### src/rtl/muldiv_pkg.sv
// Shared constants for the multiply/divide sequencer: state codes, op codes, default latencies.
package muldiv_pkg;

  localparam logic [1:0] ST_IDLE  = 2'd0;
  localparam logic [1:0] ST_ISSUE = 2'd1;
  localparam logic [1:0] ST_RUN   = 2'd2;
  localparam logic [1:0] ST_WB    = 2'd3;

  localparam logic OP_MULT = 1'b0;
  localparam logic OP_DIV  = 1'b1;

  localparam int unsigned DEF_MUL_LATENCY = 33;
  localparam int unsigned DEF_DIV_LATENCY = 34;
  localparam int unsigned DEF_CNT_W       = 6;

endpackage

### src/rtl/muldiv_hilo.sv
// Architectural HI/LO register pair: unit writeback has priority over MTHI/MTLO writes.
module muldiv_hilo (
  input  logic        clk,
  input  logic        rst_n,
  input  logic        i_wb_en,
  input  logic [31:0] i_res_hi,
  input  logic [31:0] i_res_lo,
  input  logic        i_mthi_we,
  input  logic        i_mtlo_we,
  input  logic [31:0] i_wr_data,
  output logic [31:0] o_hi,
  output logic [31:0] o_lo
);

  logic [31:0] r_hi;
  logic [31:0] r_lo;

  // HI/LO update: operation result, else individual move-to writes
  always_ff @(posedge clk or negedge rst_n) begin
    if (!rst_n) begin
      r_hi <= '0;
      r_lo <= '0;
    end else if (i_wb_en) begin
      r_hi <= i_res_hi;
      r_lo <= i_res_lo;
    end else begin
      if (i_mthi_we) r_hi <= i_wr_data;
      if (i_mtlo_we) r_lo <= i_wr_data;
    end
  end

  assign o_hi = r_hi;
  assign o_lo = r_lo;

endmodule

### src/rtl/muldiv_ctrl.sv
// Sequencer for the shared multi-cycle multiply/divide units: operand latch, start pulse,
// latency count, HI/LO writeback, pipeline stall and divide-by-zero exception.
module muldiv_ctrl
  import muldiv_pkg::*;
#(
  parameter int unsigned MUL_LATENCY = DEF_MUL_LATENCY,
  parameter int unsigned DIV_LATENCY = DEF_DIV_LATENCY,
  parameter int unsigned CNT_W       = DEF_CNT_W
) (
  input  logic        clk,
  input  logic        rst_n,
  input  logic        op_valid,
  input  logic        op_is_div,
  input  logic [31:0] op_a,
  input  logic [31:0] op_b,
  input  logic        mthi_we,
  input  logic        mtlo_we,
  input  logic [31:0] wr_data,
  input  logic [31:0] mul_high,
  input  logic [31:0] mul_low,
  input  logic [31:0] div_high,
  input  logic [31:0] div_low,
  input  logic        div_div0,
  output logic [31:0] unit_a,
  output logic [31:0] unit_b,
  output logic        mul_start,
  output logic        div_start,
  output logic        unit_rst,
  output logic [31:0] hi,
  output logic [31:0] lo,
  output logic        busy,
  output logic        done,
  output logic        div0_exc
);

  logic [1:0]       r_state;
  logic [CNT_W-1:0] r_cnt;
  logic             r_is_div;
  logic [31:0]      r_a;
  logic [31:0]      r_b;
  logic             r_div0_exc;

  logic             w_idle;
  logic             w_req_div0;
  logic             w_accept;
  logic [CNT_W-1:0] w_lat_end;
  logic             w_mthi_we;
  logic             w_mtlo_we;
  logic [31:0]      w_res_hi;
  logic [31:0]      w_res_lo;
  logic             w_unused_div0;

  // Zero divisor is detected on the incoming op_b, so the unit's own flag is not needed here.
  assign w_unused_div0 = div_div0;

  assign w_idle     = (r_state == ST_IDLE);
  assign w_req_div0 = (op_is_div == OP_DIV) && (op_b == '0);
  assign w_accept   = w_idle && op_valid && !w_req_div0;
  assign w_lat_end  = r_is_div ? CNT_W'(DIV_LATENCY - 1) : CNT_W'(MUL_LATENCY - 1);

  // Main FSM, latency counter and operand/op-kind latch
  always_ff @(posedge clk or negedge rst_n) begin
    if (!rst_n) begin
      r_state  <= ST_IDLE;
      r_cnt    <= '0;
      r_is_div <= OP_MULT;
      r_a      <= '0;
      r_b      <= '0;
    end else begin
      case (r_state)
        ST_IDLE: begin
          if (op_valid) begin
            r_a      <= op_a;
            r_b      <= op_b;
            r_is_div <= op_is_div;
            if (!w_req_div0) r_state <= ST_ISSUE;
          end
        end
        ST_ISSUE: begin
          r_cnt   <= CNT_W'(1);
          r_state <= ST_RUN;
        end
        ST_RUN: begin
          r_cnt <= r_cnt + CNT_W'(1);
          if (r_cnt == w_lat_end) r_state <= ST_WB;
        end
        ST_WB: begin
          r_cnt   <= '0;
          r_state <= ST_IDLE;
        end
        default: begin
          r_cnt   <= '0;
          r_state <= ST_IDLE;
        end
      endcase
    end
  end

  // Divide-by-zero exception pulse, one cycle after the rejected request
  always_ff @(posedge clk or negedge rst_n) begin
    if (!rst_n) r_div0_exc <= 1'b0;
    else        r_div0_exc <= w_idle && op_valid && w_req_div0;
  end

  // Result source follows the latched op kind
  always_comb begin
    w_res_hi = mul_high;
    w_res_lo = mul_low;
    if (r_is_div) begin
      w_res_hi = div_high;
      w_res_lo = div_low;
    end
  end

  assign w_mthi_we = w_idle && !op_valid && mthi_we;
  assign w_mtlo_we = w_idle && !op_valid && mtlo_we;

  muldiv_hilo u_hilo (
    .clk       (clk),
    .rst_n     (rst_n),
    .i_wb_en   (r_state == ST_WB),
    .i_res_hi  (w_res_hi),
    .i_res_lo  (w_res_lo),
    .i_mthi_we (w_mthi_we),
    .i_mtlo_we (w_mtlo_we),
    .i_wr_data (wr_data),
    .o_hi      (hi),
    .o_lo      (lo)
  );

  assign unit_a    = r_a;
  assign unit_b    = r_b;
  assign mul_start = (r_state == ST_ISSUE) && !r_is_div;
  assign div_start = (r_state == ST_ISSUE) && r_is_div;
  assign unit_rst  = ~rst_n;
  assign busy      = (r_state == ST_ISSUE) || (r_state == ST_RUN) || w_accept;
  assign done      = (r_state == ST_WB);
  assign div0_exc  = r_div0_exc;

endmodule

### config.mk
export PLATFORM = sky130hd
export DESIGN_NAME = muldiv_ctrl
export DESIGN_NICKNAME = d
export VERILOG_FILES = /design/src/rtl/muldiv_pkg.sv /design/src/rtl/muldiv_hilo.sv /design/src/rtl/muldiv_ctrl.sv
export SDC_FILE = /design/constraint.sdc
export NUM_CORES = 1
export LEC_CHECK = 0
export ABC_AREA = 1
export ABC_CLOCK_PERIOD_IN_PS = 3700
export BUFFER_PORTS_ARGS = -buffer_cell sky130_fd_sc_hd__buf_2
export CAP_MARGIN = 5
export CORE_MARGIN = 2
export CORE_UTILIZATION = 30
export CTS_CLUSTER_SIZE = 14
export DETAILED_ROUTE_END_ITERATION = 7
export GPL_ROUTABILITY_DRIVEN = 0
export PLACE_DENSITY = 0.57
export SLEW_MARGIN = 20
export SYNTH_ARGS = -nofsm -noshare
export SYNTH_HDL_FRONTEND = slang
export SYNTH_SLANG_ARGS = --single-unit
### constraint.sdc
create_clock -name clk -period 3.7 [get_ports clk]
set_input_delay 0.74 -clock clk [delete_from_list [all_inputs] [get_ports clk]]
set_output_delay 0.74 -clock clk [all_outputs]
set_load 0.01 [all_outputs]
; Yosys cells after proc, flatten, opt, wreduce, memory -nomap -nowiden
; Cells that the tools add are included.
[word_totals]
out_inout_bits = 134
inputBits = 231
regBits = 138
elab_cells = 50
[op_classes]
muxes = 12
n_addsub = 1
eq_ne = 7
bitwise = 1
n_reduce_logical = 21
[ops]
columns = cell, count
row1 = two-way mux 32 bit, 6
row2 = zero test 32 bit, 1
row3 = one-hot mux 6 bit (3 select lines), 1
row4 = logical AND 1 bit, 9
row5 = one-hot mux 2 bit (4 select lines), 1
row6 = adder 6 x 1 -> 6 bit (second input constant), 1
row7 = == test 6 bit, 1
row8 = two-way mux 2 bit, 3
row9 = inequality test 2 bit (second input constant), 3
row10 = == test 2 bit (second input constant), 2
row11 = nonzero test 2 bit, 2
row12 = zero test 1 bit, 3
row13 = AND reduction 3 bit, 1
row14 = nonzero test 3 bit, 1
row15 = == test 2 x 1 -> 1 bit (second input constant), 1
row16 = zero test 2 bit, 1
row17 = logical OR 1 bit, 2
row18 = AND reduction 2 bit, 1
row19 = two-way mux 1 bit, 1
row20 = inverter 1 bit, 1

; Longest topological paths before layout
[depth]
word_depth = 5
ltp_mapped = 10
depth_no_buf = 9

; Hierarchy
; A second synthesis with hierarchy kept.
[hier_totals]
hier_cells = 838
area_unflattened_um2 = 6970.4
[by_module_without_submodules]
columns = mod, n_inst, seq_area_each_um2, area_each_um2, cells_per_inst
row1 = muldiv_ctrl, 1, 1851.8, 4116.4, 488
row2 = muldiv_hilo, 1, 1601.5, 2854.0, 350

; Least setup slack after synthesis
; Ideal clock, no wire load.
[synth_path]
path_type = input -> output
startpoint = input op_b[3]
endpoint = output busy
path_stages = 7
path_slack_ns = 1.461
arrival_ns = 1.499
path_buffers = 0
path_cell_list = nor2_1 nand2_1 nor2_1 nand2_1 nor2_1 a21oi_1 or2_2
[synth_via]
elab_chain_len = 5
[synth_rtl]
columns = item, line
row1 = "start, declared", muldiv_ctrl.sv:15  ; input logic [31:0] op_b,
row2 = zero test 32 bit, muldiv_ctrl.sv:57  ; assign w_req_div0 = (op_is_div == OP_DIV) && (op_b == '0);
row3 = logical AND 1 bit, muldiv_ctrl.sv:57
row4 = zero test 1 bit, --
row5 = logical AND 1 bit, muldiv_ctrl.sv:58  ; assign w_accept = w_idle && op_valid && !w_req_div0;
row6 = logical OR 1 bit, muldiv_ctrl.sv:136  ; assign busy = (r_state == ST_ISSUE) || (r_state == ST_RUN) || w_accept;
row7 = "end, declared", muldiv_ctrl.sv:31  ; output logic busy,
; Every way passes these cells.

; Worst setup path after layout
[layout_path]
startpoint = register r_is_div
endpoint = output div_start
[layout_via]
elab_chain_len = 1
[layout_rtl]
columns = item, line
row1 = "start, declared", muldiv_ctrl.sv:38  ; logic r_is_div;
row2 = "start signal, assigned", muldiv_ctrl.sv:75  ; r_is_div <= op_is_div;
row3 = logical AND 1 bit, muldiv_ctrl.sv:134  ; assign div_start = (r_state == ST_ISSUE) && r_is_div;
row4 = "end, declared", muldiv_ctrl.sv:27  ; output logic div_start,
; Every way passes these cells.

==> flow_summary_export.csv <==
group,metric,value,unit
detailed_routing,route.top_layer_used,"met4",
floorplanning,ioPinCount,365,
timing,fin_crit,2713,ps
clocking,cts_setup_buffers,0,
timing,slew_viol_final,0,
cells_and_area,fillCellCount,2265,
cells_and_area,final_area,9076,µm²
worst_setup_path,cp_max_fo,35,
global_route,globalRouteOverflowTotal,0,
timing,setup_viol,0,
placed_design,dp.cells,1335,
global_route,gr-usage-all-layers,0.1813,
detailed_routing,antenna_left,0,
worst_setup_path,critPathLaunchType,"flip-flop",
floorplanning,fp-row-count,54,
worst_setup_path,rr_startpoint,"r_is_div",
detailed_routing,vias,6216,
detailed_routing,met1_length,9269,µm
yosys,synth_area_leaders,"dfrtp_1 53%, nor2_1 12%, mux2_2 8.6%",
placed_design,io_buffers,363,
cells_and_area,layoutNonFillerInstCount,1366,
yosys,synth_top_area_cell,"dfrtp_1",
detailed_routing,wirelength,21150,µm
detailed_routing,avgRoutedWirePerCell,15.48,µm
timing,fin_setup_tns,0,ps
clocking,clk_latency,410,ps
detailed_routing,firstDrtPassIters,4,
power_and_ir_drop,finalPower,7.859,mW
clocking,clockBufferDepth,2,
cells_and_area,seqCellArea,3455,µm²
yosys,ys_warn_count,0,
timing,max_freq,0.3685,GHz
timing,rsz0062_at_grt,"false",
hold_path,hold_path.class,"input pin to async pin",
cells_and_area,multi_input_area,2728,µm²
timing,worst_pin_slew,881.7,ps
global_route,grt_max_degree,81,
yosys,postSynthAreaPerCell,8.957,µm²
clocking,cts_tree,"yes",
yosys,ys_types,27,
detailed_routing,drcViolationCount,0,
timing,hold_violations,0,
yosys,syn_inst,732,
worst_setup_path,cp.required,2960,ps
yosys,yosysTopAreaCellShare,0.5267,
detailed_routing,wl_met2,10110,µm
power_and_ir_drop,power_density,865.8,nW/µm²
power_and_ir_drop,leakagePower,4.512,nW
floorplanning,die_h,151.8,µm
timing,slew_headroom,0.4122,
detailed_routing,drt_first_iter_violations,371,
clocking,postCtsResizedCells,0,
clocking,cts_buffers,17,
power_and_ir_drop,peakVddDrop,0.0004523,V
placed_design,placed_area,8516,µm²
yosys,synth.cell_area,6556,µm²
floorplanning,dieWidth,151.8,µm
cells_and_area,final_cell_mix,"362 x buf_2, 216 x nor2_1, 137 x dfrtp_1",
global_route,antenna_found_initial,0,
detailed_routing,viasPerCell,4.551,
worst_setup_path,crit_path_start,"r_is_div",
placed_design,hpwl,15570,µm
status,status,"completed",
flow_run,drv_cap,0,
global_route,first_global_vias,6189,
global_route,grt_pass1_wl,33550,µm
cells_and_area,diodes,0,
floorplanning,start_util,0.3032,
clocking,clock-sinks,138,
detailed_routing,dr_wl_met3,1469,µm
clocking,clk_pin_slew,60,ps
clocking,root_buffer,"clkbuf_16",
clocking,htree_levels,4,
clocking,hold_buffers,0,
worst_setup_path,cp.arrival,1970,ps
timing,skew,8.753,ps
cells_and_area,nets,1311,
yosys,syn_nets,969,
yosys,yosysSeqAreaShare,0.5267,
floorplanning,fp.dieArea,23050,µm²
cells_and_area,layout_commonest_cell,"buf_2",
yosys,ys_ff_latch,138,
cells_and_area,post_route_cells_drive_above_1_share,0.4245,
cells_and_area,syn2layout_area_growth,38.44,%
floorplanning,core_area,21620,µm²
timing,finalCritPeriodShare,0.7334,
worst_setup_path,path_class,"flip-flop to output pin",
worst_setup_path,cp-end-kind,"output pin",
## state kept, by name (all words and copies together) (netlist names)
register and count:
unit_b 32, unit_a 32, r_is_div 1, div0_exc 1, r_cnt 6, u_hilo.o_lo 32
r_state 2, u_hilo.o_hi 32
## critical path: stages, from the launching register on
cell,delay (ps)
dfrtp_2,810
buf_4,470
nand2_1,100
inv_1,60
buf_2,120
## final cells by class
| class | instances | area share |
|---|---|---|
| Sequential cell | 138 | 0.3806 |
| Multi-Input combinational cell | 521 | 0.3005 |
| Timing Repair Buffer | 369 | 0.2072 |
| Clock buffer | 20 | 0.04921 |
| Tap cell | 280 | 0.03860 |
| Clock inverter | 11 | 0.01254 |
| Inverter | 27 | 0.01130 |
## through the flow
step	util	setup slack, ps	hold slack, ps
floorplan	-	1461	444.4
global placement	0.3939	1138	463.2
detailed placement	0.3939	1117	474.5
CTS	0.4198	918.0	108.5
global route	0.4198	791.5	115.2
finish	0.4198	986.5	128.5
## where the power goes
part           switching [mW]  total (mW)  internal [mW]
Combinational            2.08        3.53           1.46
Clock                   0.693        1.64          0.951
Sequential              0.418        2.68           2.26
## synthesized netlist by cell type
cell type	number
nor2_1	216
nand3_1	7
o21ai_0	80
nor2_4	1
a21oi_1	4
inv_1	24
o211ai_1	1
a21oi_2	1
buf_4	5
mux2_2	50
nand4_1	3
nand2_1	72
ha_1	6
buf_2	18
buf_6	8
nor4_1	1
nand3b_1	1
buf_1	2
dfrtp_1	138
nand2_4	2
clkbuf_1	13
inv_2	3
a31oi_1	65
or2_2	2
nor3_1	5
a21o_1	1
nand2_2	3
## metal layers
layer / vias up / global-route usage
met5: - / 0
met4: 0 / 0.04628
met3: 23 / 0.05819
met2: 209 / 0.3018
met1: 2850 / 0.2289
li1: 3134 / -
## path summary, 6_finish.rpt
kind / endpoint / slack (ps) / depth (start not counted)
hold reg to reg: unit_b[16] / 480 / 2
setup / recovery: div_start / 990 / 4
setup reg to reg: u_hilo.o_hi[31] / 1470 / 4
hold / removal: unit_b[4] / 130 / 1
max in group asynchronous: r_is_div / 2420 / 2
min in group clk: unit_b[16] / 480 / 2
## kinds of logic (layout without fill, tap and decap cells)
logic type	Yosys count	count (layout)	share of synthesized area
adders and majority gates	6	6	0.01145
buffers and inverters	73	427	0.05725
and+or+nand+nor	313	313	0.1889
DFF	138	138	0.5267
muxes	50	50	0.08588
AOI/OAI and AO/OA	152	152	0.1298
Note: power is estimated with default switching activity, not from simulation.
